==> config.mk <==
export PLATFORM = sky130hd
export DESIGN_NAME = vtdl_fifo_flat
export DESIGN_NICKNAME = d
export VERILOG_FILES = /design/src/rtl/vtdl_pkg.sv /design/src/rtl/vtdl_fifo_if.sv /design/src/rtl/vtdl_mem.sv /design/src/rtl/vtdl_fifo.sv /design/src/flat_wrapper.sv
export SDC_FILE = /design/constraint.sdc
export NUM_CORES = 1
export LEC_CHECK = 0
export CELL_PAD_IN_SITES_DETAIL_PLACEMENT = 2
export CELL_PAD_IN_SITES_GLOBAL_PLACEMENT = 2
export CORE_MARGIN = 3
export CORE_UTILIZATION = 39
export DETAILED_ROUTE_END_ITERATION = 10
export GPL_ROUTABILITY_DRIVEN = 1
export PLACE_DENSITY = 0.88
export SYNTH_ARGS = -nofsm -noshare
export SYNTH_HDL_FRONTEND = slang
export SYNTH_SLANG_ARGS = --single-unit
==> constraint.sdc <==
create_clock -name clk -period 4.1 [get_ports clk]
set_clock_uncertainty 0.15 [all_clocks]
set_input_delay 0.41 -clock clk [delete_from_list [all_inputs] [get_ports clk]]
set_output_delay 0.41 -clock clk [all_outputs]
set_load 0.005 [all_outputs]
==> src/rtl/vtdl_pkg.sv <==
// Width helpers shared by the variable-tap delay line and the FIFO built on it.
// Purely constant functions; no state.
package vtdl_pkg;

    // Bits needed to hold the value dep (an occupancy count of 0..dep).
    function automatic int lvl_w(input int dep);
        return $clog2(dep + 1);
    endfunction

    // Bits needed to address taps 0..dep-1; never narrower than one bit.
    function automatic int addr_w(input int dep);
        return (dep < 2) ? 1 : $clog2(dep);
    endfunction

endpackage

==> src/rtl/vtdl_fifo_if.sv <==
// Data, strobe and status bundle between a vtdl_fifo and its user.
// master drives write/read/flush; slave is the FIFO side.
interface vtdl_fifo_if
    import vtdl_pkg::*;
#(
    parameter int WID = 8,
    parameter int DEP = 16
);
    localparam int LW = lvl_w(DEP);

    logic           clr;
    logic           wr;
    logic [WID-1:0] din;
    logic           rd;
    logic [WID-1:0] dout;
    logic           empty;
    logic           full;
    logic           afull;
    logic [LW-1:0]  level;
    logic           ovf;
    logic           udf;

    modport master (
        output clr, wr, din, rd,
        input  dout, empty, full, afull, level, ovf, udf
    );

    modport slave (
        input  clr, wr, din, rd,
        output dout, empty, full, afull, level, ovf, udf
    );

endinterface

==> src/rtl/vtdl_mem.sv <==
// Variable-tap delay line: shifts d in on ce, q is the combinational tap m[a].
// No reset on the array so it maps onto shift-register LUTs.
module vtdl_mem
    import vtdl_pkg::*;
#(
    parameter int WID = 8,
    parameter int DEP = 16,
    parameter int AW  = addr_w(DEP)
) (
    input  logic           clk,
    input  logic           ce,
    input  logic [AW-1:0]  a,
    input  logic [WID-1:0] d,
    output logic [WID-1:0] q
);

    logic [WID-1:0] m [DEP];

    always_ff @(posedge clk) begin
        if (ce) begin
            for (int n = DEP - 1; n > 0; n--) begin
                m[n] <= m[n-1];
            end
            m[0] <= d;
        end
    end

    // Out-of-range taps only occur for non power-of-two depths; return zero there.
    always_comb begin
        q = '0;
        for (int n = 0; n < DEP; n++) begin
            if (a == AW'(n)) begin
                q = m[n];
            end
        end
    end

endmodule

==> src/rtl/vtdl_fifo.sv <==
// First-word fall-through FIFO on a variable-tap delay line; zero-cycle write-to-dout.
// No backpressure: writes to a full FIFO are dropped (sticky ovf), reads of an empty one flag udf.
module vtdl_fifo
    import vtdl_pkg::*;
#(
    parameter int WID = 8,
    parameter int DEP = 16,
    parameter int AFT = DEP - 2
) (
    input  logic       clk,
    input  logic       rst,
    vtdl_fifo_if.slave bus
);

    localparam int            LW    = lvl_w(DEP);
    localparam int            AW    = addr_w(DEP);
    localparam logic [LW-1:0] DEP_L = LW'(DEP);
    localparam logic [LW-1:0] AFT_L = LW'(AFT);
    localparam logic [LW-1:0] ONE_L = LW'(1);

    logic [LW-1:0]  level_q;
    logic           empty_q;
    logic           full_q;
    logic           afull_q;
    logic           ovf_q;
    logic           udf_q;

    logic           wr_ok;
    logic           rd_ok;
    logic [LW-1:0]  lvl_nx;
    logic [LW-1:0]  lvl_m1;
    logic [AW-1:0]  tap;
    logic [WID-1:0] q;

    // Flush wins over everything; both strobes together at full is a shift-and-pop.
    always_comb begin
        wr_ok  = 1'b0;
        rd_ok  = 1'b0;
        lvl_nx = level_q;
        if (bus.clr) begin
            lvl_nx = '0;
        end else begin
            rd_ok = bus.rd & ~empty_q;
            wr_ok = bus.wr & (~full_q | bus.rd);
            if (wr_ok && !rd_ok) begin
                lvl_nx = level_q + ONE_L;
            end else if (rd_ok && !wr_ok) begin
                lvl_nx = level_q - ONE_L;
            end
        end
    end

    always_ff @(posedge clk or posedge rst) begin
        if (rst) begin
            level_q <= '0;
            empty_q <= 1'b1;
            full_q  <= 1'b0;
            afull_q <= 1'b0;
            ovf_q   <= 1'b0;
            udf_q   <= 1'b0;
        end else begin
            level_q <= lvl_nx;
            empty_q <= (lvl_nx == '0);
            full_q  <= (lvl_nx == DEP_L);
            afull_q <= (lvl_nx >= AFT_L);
            if (bus.wr && full_q && !bus.rd && !bus.clr) begin
                ovf_q <= 1'b1;
            end
            if (bus.rd && empty_q && !bus.clr) begin
                udf_q <= 1'b1;
            end
        end
    end

    // Oldest entry sits level-1 taps deep; the value is don't-care while empty.
    assign lvl_m1 = level_q - ONE_L;
    assign tap    = lvl_m1[AW-1:0];

    vtdl_mem #(
        .WID (WID),
        .DEP (DEP),
        .AW  (AW)
    ) u_mem (
        .clk (clk),
        .ce  (wr_ok),
        .a   (tap),
        .d   (bus.din),
        .q   (q)
    );

    assign bus.dout  = empty_q ? '0 : q;
    assign bus.empty = empty_q;
    assign bus.full  = full_q;
    assign bus.afull = afull_q;
    assign bus.level = level_q;
    assign bus.ovf   = ovf_q;
    assign bus.udf   = udf_q;

endmodule

==> src/flat_wrapper.sv <==
// flat-port wrapper written by rule: the top's interface ports become plain ports
module vtdl_fifo_flat import vtdl_pkg::*;
#(
    parameter int WID = 8,
    parameter int DEP = 16,
    parameter int AFT = DEP - 2
)
  (clk, rst, bus_clr, bus_wr, bus_din, bus_rd, bus_dout, bus_empty, bus_full, bus_afull, bus_level, bus_ovf, bus_udf);
  vtdl_fifo_if #(.WID(WID), .DEP(DEP)) bus_i ();
  input  logic clk;
  input  logic rst;
  input wire logic [$bits(bus_i.clr)-1:0] bus_clr;
  input wire logic [$bits(bus_i.wr)-1:0] bus_wr;
  input wire logic [$bits(bus_i.din)-1:0] bus_din;
  input wire logic [$bits(bus_i.rd)-1:0] bus_rd;
  output wire logic [$bits(bus_i.dout)-1:0] bus_dout;
  output wire logic [$bits(bus_i.empty)-1:0] bus_empty;
  output wire logic [$bits(bus_i.full)-1:0] bus_full;
  output wire logic [$bits(bus_i.afull)-1:0] bus_afull;
  output wire logic [$bits(bus_i.level)-1:0] bus_level;
  output wire logic [$bits(bus_i.ovf)-1:0] bus_ovf;
  output wire logic [$bits(bus_i.udf)-1:0] bus_udf;
  assign bus_i.clr = bus_clr;
  assign bus_i.wr = bus_wr;
  assign bus_i.din = bus_din;
  assign bus_i.rd = bus_rd;
  assign bus_dout = bus_i.dout;
  assign bus_empty = bus_i.empty;
  assign bus_full = bus_i.full;
  assign bus_afull = bus_i.afull;
  assign bus_level = bus_i.level;
  assign bus_ovf = bus_i.ovf;
  assign bus_udf = bus_i.udf;
  vtdl_fifo #(.WID(WID), .DEP(DEP), .AFT(AFT)) u_core (.clk(clk), .rst(rst), .bus(bus_i));
endmodule
# --- After elaboration in Yosys (flattened, before gate mapping) ---
# Memories as Yosys holds them, arrays and structs flattened.
# Index checks and enable logic that the tools add are counted.
# Widths: inputs -> output; s select.
word_totals:
  register_bits: 10
  ramBits: 128
  input_bits: 13
  out_inout_bits: 18
  elab_cells: 67
  mem_count: 1
mem_list:
  columns: ["name", "words", "word_bits", "read_ports", "rd_ports_with_merged_regs", "write_ports", "line", "source"]
  rows:
  - ["u_core.u_mem.m", 16, 8, 16, 0, 16, "vtdl_mem.sv:17", "logic [WID-1:0] m [DEP];"]
classes:
  addsub: 2
  n_lt_le_gt_ge: 1
  eq_ne: 16
  mux: 23
  bitwise_logic: 5
  n_reduce_logical: 13
op_table:
  columns: ["op", "count"]
  rows:
  - ["$mux 8", 17]
  - ["$eq 4x4->1 const B", 8]
  - ["$eq 4x3->1 const B", 4]
  - ["$mux 5", 3]
  - ["$eq 4x2->1 const B", 2]
  - ["$logic_and 1x1->1", 7]
  - ["$add 5x1->5 const B", 1]
  - ["$eq 5x5->1 const B", 1]
  - ["$ge 5x4->1 const B", 1]
  - ["$logic_not 5->1", 1]
  - ["$sub 5x1->5 const B", 1]
  - ["$eq 4x1->1 const B", 1]
  - ["$logic_not 1->1", 4]
  - ["$logic_not 4->1", 1]
  - ["$mux 1", 3]
  - ["$and 1x1->1", 2]
  - ["$not 1->1", 2]
  - ["$or 1x1->1", 1]

# --- Longest topological paths before layout ---
# Gate-level depths: netlist of run 1.
depth:
  word_depth: 19
  mapped_depth: 11
  mapped_depth_nobuf: 8

# --- Cells and area by module ---
# A second synthesis of run 1 with hierarchy kept.
hier_totals:
  cells_unflattened: 378
  hier_area_um2: 5925.7
modules_own_cells:
  columns: ["mod", "instances", "cells_each", "area_each_um2", "seq_area_each_um2"]
  rows:
  - ["vtdl_mem", 1, 300, 5175.0, 3843.7]
  - ["vtdl_fifo", 1, 78, 750.7, 251.5]

# --- Least setup slack after synthesis of run 1 ---
# OpenSTA, ideal clock, no wires.
synth_timing:
  path_type: "input -> register"
  startpoint: "input port bus_rd"
  endpoint: "memory u_core.u_mem.m[0][0] (enable)"
  setup_ns: 0.503
  arrival_ns: 3.494
  t_required_ns: 3.447
  path_slack_ns: -0.047
  stages: 2
  cell_sequence: "nand2b_1 > and3_1"
synth_rtl:
  columns: ["element", "line", "source"]
  rows:
  - ["start, declared", "flat_wrapper.sv:15", "input wire logic [$bits(bus_i.rd)-1:0] bus_rd;"]
  - ["end, declared", "vtdl_mem.sv:17", null]

# --- Worst setup path in the final report of run 1 ---
layout_timing:
  startpoint: "register u_core.level_q[0] (netlist: u_core.bus.level[0])"
  endpoint: "output port bus_dout[0]"
layout_between:
  elab_chain_cells: 19
layout_lines:
  columns: ["element", "line", "source"]
  rows:
  - ["start, declared", "vtdl_fifo.sv:21", "logic [LW-1:0] level_q;"]
  - ["start signal, assigned", "vtdl_fifo.sv:62", "level_q <= lvl_nx;"]
  - ["$sub 5x1->5 *", null, null]
  - ["$logic_not 4->1", "vtdl_mem.sv:32", "if (a == AW'(n)) begin"]
  - ["$mux 8 (15 in series)", "vtdl_mem.sv:32", null]
  - ["$mux 8 *", "vtdl_mem.sv:32", null]
  - ["$mux 8 *", "vtdl_fifo.sv:91", "assign bus.dout = empty_q ? '0 : q;"]
  - ["end, declared", "flat_wrapper.sv:16", "output wire logic [$bits(bus_i.dout)-1:0] bus_dout;"]
# Every way passes the cells marked *; elsewhere a longest branch is shown, timed or not.

==> results of run 1 <==
-- worst paths after layout --
check / start / endpoint / cells past startpoint
setup / recovery: u_core.bus.level[0] / bus_dout[0] / 10
setup reg to reg: u_core.bus.empty / u_core.bus.full / 6
max in group asynchronous: rst / u_core.bus.empty / 2
hold reg to reg: u_core.u_mem.m[1][34] / u_core.u_mem.m[1][42] / 0
hold / removal: rst / u_core.bus.level[3] / 2
min in group clk: u_core.u_mem.m[1][34] / u_core.u_mem.m[1][42] / 0
-- per-stage QoR --
step	std cells	total power, mW	hold slack (ns)
2_1_floorplan	448	2.69	0.0995
3_3_place_gp	682	3.24	0.277
3_5_place_dp	682	3.34	0.287
4_1_cts	718	5.01	0.110
5_1_grt	719	5.28	0.136
6_report	719	5.05	0.113
-- flip-flops by register name, summed over array words and instances, names as in the netlist --
register,cells
u_core.u_mem.m,128
u_core.bus.full,1
u_core.bus.ovf,1
u_core.bus.afull,1
u_core.bus.empty,1
u_core.bus.level,5
u_core.bus.udf,1
-- placed cells by master, fill, tap and decap left out, drive strengths merged, types with 6 or more instances in the layout --
cell type and instances:
clkdlybuf4s50 30, mux2i 14, o211ai 7, nor3 11
buf 24, inv 13, a211oi 6, o21a 10
a32oi 7, a22oi 13, a221o 10, dfrtp 9
clkbuf 17, nand3 7, nor2 24, a21oi 19
nand2b 6, edfxtp 128, nand2 18, clkinv 7
o21ai 37, nor4 6, a31oi 7
-- cells by family after synthesis --
group	synth area share
AOI/OAI and AO/OA	0.184
muxes	0.0228
buffers and inverters	0.0291
adders and majority gates	0.00814
xor gates and xnor gates	0.00570
DFF	0.666
and+or+nand+nor	0.0850
-- power by group --
part	internal [mW]	total, mW	leakage [nW]	switching (mW)
logic	0.672	1.72	0.887	1.05
registers	1.65	1.74	1.33	0.0962
clock network	0.955	1.58	0.281	0.628
-- layout make-up --
| cell class | instances | area share |
|---|---|---|
| flip-flops and latches | 138 | 0.550 |
| multi-input cells | 271 | 0.260 |
| repair buffers | 54 | 0.0662 |
| clock buffers | 17 | 0.0571 |
| well taps | 211 | 0.0355 |
| clock inverters | 15 | 0.0237 |
| inverters | 13 | 0.00706 |
-- metal layers --
layer | vias up | wire, um | global-route usage
met5 | - | 0 | 0
met4 | 0 | 554 | 0.0928
met3 | 42 | 954 | 0.0551
met2 | 168 | 9390 | 0.373
met1 | 2247 | 7910 | 0.285
li1 | 1905 | - | -
-- critical path, stage by stage, from the launching register on --
cell,delay [ns]
dfrtp_1,0.39
inv_1,0.18
ha_4,0.22
buf_4,0.24
nor2b_1,0.13
o21bai_1,0.26
a21o_1,0.37
a311oi_1,0.34
o21ai_0,0.16
nor2_1,0.18
clkdlybuf4s50_1,0.53
-- timing repair --
item	4_1_cts	5_1_grt
resized for setup	7	5
endpoints found under the setup margin	7	7
hold endpoints to repair	0	0
pin swaps	2	2
setup buffers	4	1
==> out/qor_table.md, run 1 <==
| Item | This run | Unit |
|:---|:---|:---|
| Status | finished clean | - |
| Post-synth net total | 465 | - |
| Total non-filler cell area in the finished layout | 7450 | sq um |
| Setup Viol. Count Final | 0 | - |
| Longest Clk Path Bufs | 2 | - |
| CTS tree | yes | - |
| WL final | 18.8 | mm |
| Distinct cells, synth | 69 | - |
| Worst endpoint data arrival time | 3.44 | ns |
| Layout area overhead | 21.0 | % |
| Final Worst Setup Slack | 0.0996 | ns |
| Cell area after technology mapping | 6150 | sq um |
| Post-synth top area cell | edfxtp_1 | - |
| Part of the Yosys area used for sequential elements | 0.666 | - |
| Fmax | 0.250 | GHz |
| Post-layout util | 0.486 | - |
| Sink count of the clock tree | 138 | - |
| Multi-input gate area | 1940 | sq um |
| Number of diodes | 0 | - |
| Post-synthesis area per instance | 13.7 | sq um |
| Wirelength per Cell | 26.2 | um |
| EDFF count, synth | 128 | - |
| Width of the die | 132 | um |
| Initial antenna violation count | 0 | - |
| Share of final-layout standard cells stronger than drive strength 1 | 0.165 | - |
| Share of the synthesized area in the top cell type | 0.625 | - |
| Post-synth top cells | edfxtp_1 (128), o21ai_0 (32), nor2_1 (22) | - |
| Post-detailed-placement half-perimeter wirelength | 12.4 | mm |
| Residual overflow from global routing | 0 | - |
| Highest ir drop seen on vdd | 0.323 | mV |
| Slew Limit Headroom | 0.570 | - |
| Remaining DRCs | 0 | - |
| Final Wtd Congestion | 0.922 | - |
| Worst skew pair latency | 0.43 | ns |
| Kind of start point of the critical path | flop | - |
| Post-placement worst setup slack | 0.309 | ns |
| Vias in the first global route | 4857 | - |
| Total Die Area | 17300 | sq um |
| Final critical delay including setup and external delays | 4.00 | ns |
| Cell types with the largest area share after synthesis | edfxtp_1 (62%), dfrtp_1 (3.7%), o21ai_0 (2.6%) | - |
| Sum of negative setup slack | 0 | ns |
| Slew Limit Fails | 0 | - |
| Register bit count reported by yosys | 138 | - |
| Most frequent cell after synthesis | edfxtp_1 | - |
| Detailed Route Iter0 Violations | 492 | - |
| Core Region | 15300 | sq um |
| Total global routing track utilization | 0.226 | - |
| 1st-pass router iterations | 5 | - |
| Chip height | 132 | um |
| Worst endpoint required time | 3.54 | ns |
| Number of warning messages in the yosys log | 0 | - |
| Setup CP Type | flop to output port | - |
| Leading register cell type out of synthesis | edfxtp_1 | - |
| Via density | 6.07 | - |
| Starting utilization of the core area | 0.402 | - |
| Number of routed nets with antenna violations | 0 | - |
| I/O pin count | 31 | - |
| Filler cell count | 1504 | - |
| Largest net degree at the start of global routing | 76 | - |
| Vias | 4362 | - |
| Power density of the placed cells | 678 | nW/um^2 |
| Portion of the clock cycle consumed by the worst path in the final layout | 0.976 | - |
| Maximum net fanout on the critical path | 15 | - |
| Row cnt | 45 | - |
| Post-synthesis async set-or-reset flop share | 0.0725 | - |
| NumNets Final | 512 | - |
| Clock transition time at the flip-flop clock pins of the worst setup and hold paths | 0.06 | ns |
| Nature of the critical path endpoint | output port | - |
| Max-cap violations | 0 | - |
| Number of buffer cells added on primary ports | 30 | - |
| Final hold violation count | 0 | - |
| Root buf cell | clkbuf_16 | - |
| Wire length of the first global-routing pass | 29.9 | mm |
| Post-cts hold buffer count | 0 | - |
| Sequential cell area | 4100 | sq um |
| Instance count of the mapped netlist | 448 | - |
| DP Area | 6750 | sq um |
| Slew at the pin closest to its max-slew limit | 0.644 | ns |
| Worst hold path type | input port to asynchronous set/reset pin | - |
| H-tree Lvls | 4 | - |
| Number of buffers inserted during clock tree synthesis | 17 | - |
| Leakage | 2.49 | nW |
| Worst-case register-to-register setup slack | 1.72 | ns |
Power figures use the tool's default switching activity.
==> run 2, diff against run 1 <==
Settings changed: CORE_UTILIZATION 39 to 40, PLACE_DENSITY 0.88 to 0.84.
Clock period 4.1 ns to 4.4 ns, I/O delays scaled along.
==> run 2 against run 1 <==
Clock power fell by 10%. Combinational power is 10% lower. Sequential cell count is the same. Register-to-register slack gained 0.19 ns. Critical path type unchanged. Critical endpoint is now bus_dout[4]. Largest cell class unchanged. Largest power group unchanged.
==> out/qor_table.md, run 2 (synthesis gave the netlist of run 1 again) <==
| Item | This run | Unit | vs previous |
|:---|:---|:---|:---|
| Status | finished clean | - | unchanged |
| Share of final-layout standard cells stronger than drive strength 1 | 0.146 | - | was 0.165 |
| Filler cell count | 1380 | - | was 1504 |
| Setup CP Type | flop to output port | - | unchanged |
| Final critical delay including setup and external delays | 4.34 | ns |  |
| Number of buffer cells added on primary ports | 30 | - | unchanged |
| Total Die Area | 16900 | sq um | was 17300 sq um |
| Worst hold path type | input port to asynchronous set/reset pin | - | unchanged |
| CTS tree | yes | - | unchanged |
| Longest Clk Path Bufs | 2 | - | unchanged |
| Root buf cell | clkbuf_16 | - | unchanged |
| Slew Limit Fails | 0 | - | unchanged |
| Starting utilization of the core area | 0.415 | - | was 0.402 |
| H-tree Lvls | 4 | - | unchanged |
| Portion of the clock cycle consumed by the worst path in the final layout | 0.987 | - |  |
| Wirelength per Cell | 27.3 | um | was 26.2 um |
| Commonest cells after routing, fill and taps aside | edfxtp_1 (128), o21ai_0 (32), clkdlybuf4s50_1 (30) | - | unchanged |
| Worst setup path startpoint | u_core.bus.level[0] | - | unchanged |
| Ordered list of cells on the worst path | buf_4 -> ha_1 -> inv_1 -> o22ai_1 -> and4_1 -> nor4_1 -> o221ai_1 -> o21ai_1 -> clkdlybuf4s50_1 | - | was inv_1 -> ha_4 -> buf_4 -> nor2b_1 -> o21bai_1 -> a21o_1 -> a311oi_1 -> o21ai_0 -> nor2_1 -> clkdlybuf4s50_1 |
| Clock share of power | 0.309 | - | was 0.314 |
| Net load switching power | 1.65 | mW | was 1.77 mW |
| WL final | 18.7 | mm | was 18.8 mm |
| Worst r2r src | u_core.bus.empty | - | unchanged |
| Internal Dissipation | 2.95 | mW | was 3.27 mW |
| Largest delay contributor family on the critical path | buffers and inverters | - | was compound AO/OA/AOI/OAI gates |
| Fmax | 0.230 | GHz |  |
| 1st-pass router iterations | 5 | - | unchanged |
| Worst path bufs/invs | 3 | - | unchanged |
| Final hold violation count | 0 | - | unchanged |
| Worst hold slack | 0.143 | ns | was 0.113 ns |
| Relative contribution of combinational cells to total power | 0.336 | - | was 0.340 |
| Setup Viol. Count Final | 0 | - | unchanged |
| Largest net degree at the start of global routing | 60 | - | was 76 |
| Worst skew pair latency | 0.44 | ns | was 0.43 ns |
| Highest ir drop seen on vdd | 0.390 | mV | was 0.323 mV |
| Number of diodes | 0 | - | unchanged |
| Leakage | 2.46 | nW | was 2.49 nW |
| Remaining DRCs | 0 | - | unchanged |
| Switching share of total power | 0.358 | - | was 0.351 |
| Kind of start point of the critical path | flop | - | unchanged |
| Total global routing track utilization | 0.235 | - | was 0.226 |
| Max reg flops | 128 | - | unchanged |
| Master of the slowest instance on the critical path | nor4_1 | - | was clkdlybuf4s50_1 |
| Biggest register | u_core.u_mem.m | - | unchanged |
| Number of routed nets with antenna violations | 0 | - | unchanged |
| Post-detailed-placement half-perimeter wirelength | 12.4 | mm | about the same |
| Via density | 6.30 | - | was 6.07 |
| Vias | 4317 | - | was 4362 |
| Clock transition time at the flip-flop clock pins of the worst setup and hold paths | 0.06 | ns | about the same |
| Core Region | 14800 | sq um | was 15300 sq um |
| Row cnt | 44 | - | was 45 |
| Slew at the pin closest to its max-slew limit | 0.858 | ns | was 0.644 ns |
| Leading cell type in the layout, fill and taps excluded | edfxtp_1 | - | unchanged |
| Layout area overhead | 19.0 | % | was 21.0% |
| Detailed Route Iter0 Violations | 446 | - | was 492 |
| Vias in the first global route | 4659 | - | was 4857 |
| R2r worst-path depth | 6 | - | unchanged |
| I/O pin count | 31 | - | unchanged |
| Power density of the placed cells | 628 | nW/um^2 | was 678 nW/um^2 |
| Residual overflow from global routing | 0 | - | unchanged |
| Final Wtd Congestion | 0.891 | - | was 0.922 |
| Sequential share of power | 0.355 | - | was 0.346 |
| Capturing element of the worst setup path | bus_dout[4] | - | was bus_dout[0] |
| Worst-case register-to-register setup slack | 1.91 | ns | was 1.72 ns |
| Wire length of the first global-routing pass | 29.1 | mm | was 29.9 mm |
| Max-cap violations | 0 | - | unchanged |
| Slew Limit Headroom | 0.428 | - | was 0.570 |
| DP Area | 6680 | sq um | was 6750 sq um |
| Nature of the critical path endpoint | output port | - | unchanged |
| Sink count of the clock tree | 138 | - | unchanged |
| Worst endpoint required time | 3.81 | ns | was 3.54 ns |
| Chip height | 130 | um | was 132 um |
| Maximum net fanout on the critical path | 11 | - | was 15 |
| Initial antenna violation count | 0 | - | unchanged |
| Width of the die | 130 | um | was 132 um |
| Total non-filler cell area in the finished layout | 7320 | sq um | was 7450 sq um |
| NumNets Final | 506 | - | was 512 |
| Worst endpoint data arrival time | 3.75 | ns | was 3.44 ns |
| Number of buffers inserted during clock tree synthesis | 17 | - | unchanged |
| Cell count along the critical path | 9 | - | was 10 |
| Largest stage delay on the critical path | 0.55 | ns | was 0.53 ns |
| Reg2Reg Capture Point | u_core.bus.empty | - | was u_core.bus.full |
-- run 2: how the worst min path moves through the flow --
stage	from	to
2_1_floorplan	rst	u_core.bus.afull
3_3_place_gp	u_core.u_mem.m[0][20]	u_core.u_mem.m[0][28]
3_5_place_dp	u_core.u_mem.m[0][12]	u_core.u_mem.m[0][20]
4_1_cts	rst	u_core.bus.ovf
5_1_grt	rst	u_core.bus.ovf
6_report	rst	u_core.bus.level[1]
-- run 2: power by group through the flow --
| stage | logic [mW] | registers (mW) | clock network, mW |
|---|---|---|---|
| floorplan | 0.902 | 1.61 | 0 |
| global placement | 1.39 | 1.64 | 0 |
| detailed placement | 1.47 | 1.65 | 0 |
| CTS | 1.51 | 1.63 | 1.44 |
| global route | 1.67 | 1.64 | 1.50 |
| finish | 1.54 | 1.63 | 1.42 |
-- run 2: timing repair --
action	CTS	global route
endpoints found under the hold margin	0	0
hold buffers	0	0
endpoints found under the setup margin	5	8
setup buffers	0	4
pin swaps	1	1
gates resized for setup	2	3
-- run 2: metal layers --
layer,routed length [um],global-route usage,part of all wire
met1,7690,0.297,0.41
met2,9600,0.395,0.51
met3,1120,0.0659,0.060
met4,316,0.0770,0.017
met5,0,0,0
-- run 2: through the flow --
step	utilization	setup TNS [ns]	power, mW	setup slack, ns	instances
2_1_floorplan	-	0	2.51	0.223	448
3_3_place_gp	0.451	0	3.04	0.586	650
3_5_place_dp	0.451	0	3.12	0.458	650
4_1_cts	0.490	0	4.58	0.0422	681
5_1_grt	0.494	-0.102	4.81	-0.0984	685
6_report	0.494	0	4.60	0.0558	685
-- run 2: layout make-up --
cell class	count	area, sq um	area share
Timing Repair Buffer	48	460	0.0629
Multi-Input combinational cell	271	1910	0.261
Tap cell	184	230	0.0314
Clock inverter	14	148	0.0202
Clock buffer	17	425	0.0581
Sequential cell	138	4100	0.560
Inverter	13	48.8	0.00667
==> run 3, diff against run 2 <==
Settings changed: PLACE_DENSITY 0.84 to 0.82, SYNTH_HIERARCHICAL set to 1.
==> run 3 against run 2 <==
First-iteration DRC count fell by 20%. Non-clock buffer count fell by 10. Count of clock-buffer cells in the layout did not move. Sequential power barely moved. Power rose by 4.9%. Die area fell by 3.5%. Largest cell class unchanged. Via count fell by 19%. Final area fell by 4.1%. Utilization barely moved. Combinational power rose by 18%. Clock power fell by 4%. Cell count fell by 12%.
==> out/qor_table.md, run 3 <==
| Item | This run | Unit | vs previous |
|:---|:---|:---|:---|
| Distinct cells, synth | 56 | - | was 69 |
| Part of the Yosys area used for sequential elements | 0.691 | - | was 0.666 |
| Final Worst Setup Slack | 0.232 | ns | was 0.0558 ns |
| Xor/xnor share of the synthesized area | 0.00443 | - | was 0.00569 |
| Power density of the placed cells | 686 | nW/um^2 | was 628 nW/um^2 |
| Via density | 5.77 | - | was 6.30 |
| Share of the synthesized area in the top cell type | 0.649 | - | was 0.625 |
| Number of buffers inserted during clock tree synthesis | 17 | - | unchanged |
| Number of diodes | 0 | - | unchanged |
| Post-cts hold buffer count | 0 | - | unchanged |
| Fmax | 0.240 | GHz | was 0.230 GHz |
| Switching share of total power | 0.352 | - | was 0.358 |
| Leading cell type in the layout, fill and taps excluded | edfxtp_1 | - | unchanged |
| Max reg flops | 128 | - | unchanged |
| Max-cap violations | 0 | - | unchanged |
| Net load switching power | 1.70 | mW | was 1.65 mW |
| Layout area overhead | 18.5 | % | was 19.0% |
| Initial antenna violation count | 0 | - | unchanged |
| Worst-case register-to-register setup slack | 1.97 | ns | was 1.91 ns |
| Post-synth top cells | edfxtp_1 (128), nand2_1 (23), o21ai_0 (22) | - | was edfxtp_1 (128), o21ai_0 (32), nor2_1 (22) |
| Instance count of the mapped netlist | 378 | - | was 448 |
| Post-synth net total | 393 | - | was 465 |
| Sequential share of power | 0.339 | - | was 0.355 |
| Post-synthesis area per instance | 15.7 | sq um | was 13.7 sq um |
| H-tree Lvls | 4 | - | unchanged |
| Post-synthesis compound-gate area fraction | 0.0984 | - | was 0.184 |
| Cell types with the largest area share after synthesis | edfxtp_1 (65%), mux4_2 (4.6%), dfrtp_1 (3.8%) | - | was edfxtp_1 (62%), dfrtp_1 (3.7%), o21ai_0 (2.6%) |
| Post-placement worst setup slack | 0.446 | ns | was 0.458 ns |
| Clock share of power | 0.283 | - | was 0.309 |
| Final hold violation count | 0 | - | unchanged |
| Starting utilization of the core area | 0.417 | - | was 0.415 |
| Status | finished clean | - | unchanged |
| Row cnt | 43 | - | was 44 |
| I/O pin count | 31 | - | unchanged |
| Kind of start point of the critical path | flop | - | unchanged |
| Number of buffer cells added on primary ports | 30 | - | unchanged |
| Setup CP Type | flop to output port | - | unchanged |
| Remaining DRCs | 0 | - | unchanged |
| Slew Limit Fails | 0 | - | unchanged |
| CTS tree | yes | - | unchanged |
| NumNets Final | 428 | - | was 506 |
| Worst endpoint required time | 3.81 | ns | about the same |
| Slew at the pin closest to its max-slew limit | 0.775 | ns | was 0.858 ns |
| DP Area | 6420 | sq um | was 6680 sq um |
| Core Region | 14200 | sq um | was 14800 sq um |
| Post-synthesis async set-or-reset flop share | 0.0725 | - | unchanged |
| Synthesized-area fraction occupied by adder cells | 0.00422 | - | was 0.00814 |
| Cell area after technology mapping | 5930 | sq um | was 6150 sq um |
| 1st-pass router iterations | 4 | - | was 5 |
| Final instance count without filler cells | 606 | - | was 685 |
| Register bit count reported by yosys | 138 | - | unchanged |
| Total Die Area | 16300 | sq um | was 16900 sq um |
| Vias in the first global route | 4012 | - | was 4659 |
| Root buf cell | clkbuf_16 | - | unchanged |
| Post-detailed-placement half-perimeter wirelength | 9.25 | mm | was 12.4 mm |
| Leading register cell type out of synthesis | edfxtp_1 | - | unchanged |
| Worst hold path type | input port to asynchronous set/reset pin | - | unchanged |
| Relative contribution of combinational cells to total power | 0.378 | - | was 0.336 |
| Sink count of the clock tree | 138 | - | unchanged |
| Biggest register | u_core/u_mem/m | - | was u_core.u_mem.m |
| Setup repair after global routing missed its margin | false | - |  |
| Multiplexer share of the synthesized area | 0.0914 | - | was 0.0228 |
| EDFF count, synth | 128 | - | unchanged |
| Worst endpoint data arrival time | 3.58 | ns | was 3.75 ns |
| Post-synth top area cell | edfxtp_1 | - | unchanged |
| Wirelength per Cell | 24.3 | um | was 27.3 um |
| Dominant combinational cell family by area after synthesis | compound AO/OA/AOI/OAI gates | - | unchanged |
| Number of warning messages in the yosys log | 6 | - | was 0 |
| Total non-filler cell area in the finished layout | 7020 | sq um | was 7320 sq um |
| Setup Viol. Count Final | 0 | - | unchanged |
| Vias | 3494 | - | was 4317 |
| Portion of the clock cycle consumed by the worst path in the final layout | 0.947 | - | was 0.987 |
| Detailed Route Iter0 Violations | 359 | - | was 446 |
| Sum of negative setup slack | 0 | ns | unchanged |
| Longest Clk Path Bufs | 2 | - | unchanged |
| Post-Place Cells | 574 | - | was 650 |
| Clock transition time at the flip-flop clock pins of the worst setup and hold paths | 0.06 | ns | about the same |
| Final Wtd Congestion | 0.793 | - | was 0.891 |
| Worst skew pair latency | 0.42 | ns | was 0.44 ns |
| Largest net degree at the start of global routing | 94 | - | was 60 |
| Wire length of the first global-routing pass | 23.7 | mm | was 29.1 mm |
| Residual overflow from global routing | 0 | - | unchanged |
| Total global routing track utilization | 0.195 | - | was 0.235 |
| Internal Dissipation | 3.13 | mW | was 2.95 mW |
| WL final | 14.7 | mm | was 18.7 mm |
| Final critical delay including setup and external delays | 4.17 | ns | was 4.34 ns |
| Maximum net fanout on the critical path | 14 | - | was 11 |
| Number of routed nets with antenna violations | 0 | - | unchanged |
| Width of the die | 128 | um | was 130 um |
| Filler cell count | 1335 | - | was 1380 |
| Highest ir drop seen on vdd | 0.426 | mV | was 0.390 mV |
| Chip height | 128 | um | was 130 um |
| Share of final-layout standard cells stronger than drive strength 1 | 0.178 | - | was 0.146 |
| Commonest cells after routing, fill and taps aside | edfxtp_1 (128), clkdlybuf4s50_1 (30), nand2_1 (22), o21ai_0 (22), clkbuf_16 (17) | - | was edfxtp_1 (128), o21ai_0 (32), clkdlybuf4s50_1 (30) |
| Slew Limit Headroom | 0.483 | - | was 0.428 |
| Leakage | 2.44 | nW | was 2.46 nW |
| Nature of the critical path endpoint | output port | - | unchanged |
| Most frequent cell after synthesis | edfxtp_1 | - | unchanged |
| Post-synthesis share of cell area spent on and, or, nand and nor gates | 0.0802 | - | was 0.0850 |
-- run 3: cell count changes in the layout (fill, tap and decap cells not counted), moves of 7 or more --
| cell | previous run | this run |
|---|---|---|
| a21oi_1 | 17 | 8 |
| a221o_1 | 10 | 0 |
| a22oi_1 | 13 | 3 |
| a32oi_1 | 7 | 0 |
| buf_4 | 16 | 6 |
| mux4_2 | 0 | 12 |
| nor2_1 | 22 | 12 |
| nor2b_1 | 5 | 15 |
| o21a_1 | 9 | 1 |
| o21ai_0 | 32 | 22 |
-- run 3: routing by layer --
metal,track usage,wire length [um],share of wire
met1,0.244,6280,0.43
met2,0.329,7810,0.53
met3,0.0563,459,0.031
met4,0.0612,193,0.013
met5,0,0,0
-- run 3: critical path, cell delays in order (launching register included) --
cell and delay (ns):
dfrtp_1 0.50, or4_4 0.60, nand2_4 0.19, buf_4 0.25, nand2b_1 0.18, o21ai_0 0.09, a21oi_1 0.17, o22ai_1 0.15
a221oi_1 0.35, nor2b_1 0.18, clkdlybuf4s50_1 0.51
-- run 3: layout make-up --
cell class                 count  area [sq um]  share of cell area
sequential                   138          4100               0.583
multi-input combinational    206          1700               0.242
clock buffer                  17           425              0.0606
timing repair buffer          38           385              0.0549
tap                          180           225              0.0321
clock inverter                15           141              0.0201
inverter                      12          48.8             0.00695
-- run 3: worst paths after layout --
kind                                    endpoint  cells past startpoint             startpoint
max                                  bus_dout[7]                     10    u_core/bus.level[2]
min                          u_core/bus.level[1]                      2                    rst
max reg2reg                      u_core/bus.full                      7    u_core/bus.level[0]
min reg2reg                u_core/u_mem/m[1][56]                      0  u_core/u_mem/m[1][48]
max in group asynchronous       u_core/bus.empty                      2                    rst
min in group clk           u_core/u_mem/m[1][56]                      0  u_core/u_mem/m[1][48]
-- run 3: logic make-up after synthesis --
group,count (synthesis)
adder cells (fa/ha/maj),2
AO/OA/AOI/OAI,85
XOR/XNOR,3
multiplexers,31
buffers and inverters,34
AND/OR/NAND/NOR,85
flip-flops,138
-- run 3: what timing repair did --
| action | CTS | global route |
|---|---|---|
| buffers inserted | 0 | 0 |
| endpoints found under the hold margin | 0 | 0 |
| setup endpoints to repair | 4 | 5 |
| gates resized for setup | 2 | 8 |
-- run 3: metrics by stage --
stage	util	power (mW)	hold slack, ns
3_5_place_dp	0.452	3.42	0.288
4_1_cts	0.492	4.83	0.135
6_report	0.495	4.82	0.146
2_1_floorplan	-	2.78	0.129
3_3_place_gp	0.452	3.30	0.276
5_1_grt	0.495	5.11	0.166
-- run 3: power groups by stage --
stage / combinational [mW] / sequential, mW / clock (mW)
final: 1.82 / 1.63 / 1.36
after global routing: 2.01 / 1.65 / 1.46
after CTS: 1.80 / 1.63 / 1.40
after detailed placement: 1.76 / 1.66 / 0
after global placement: 1.65 / 1.64 / 0
after floorplan: 1.17 / 1.60 / 0
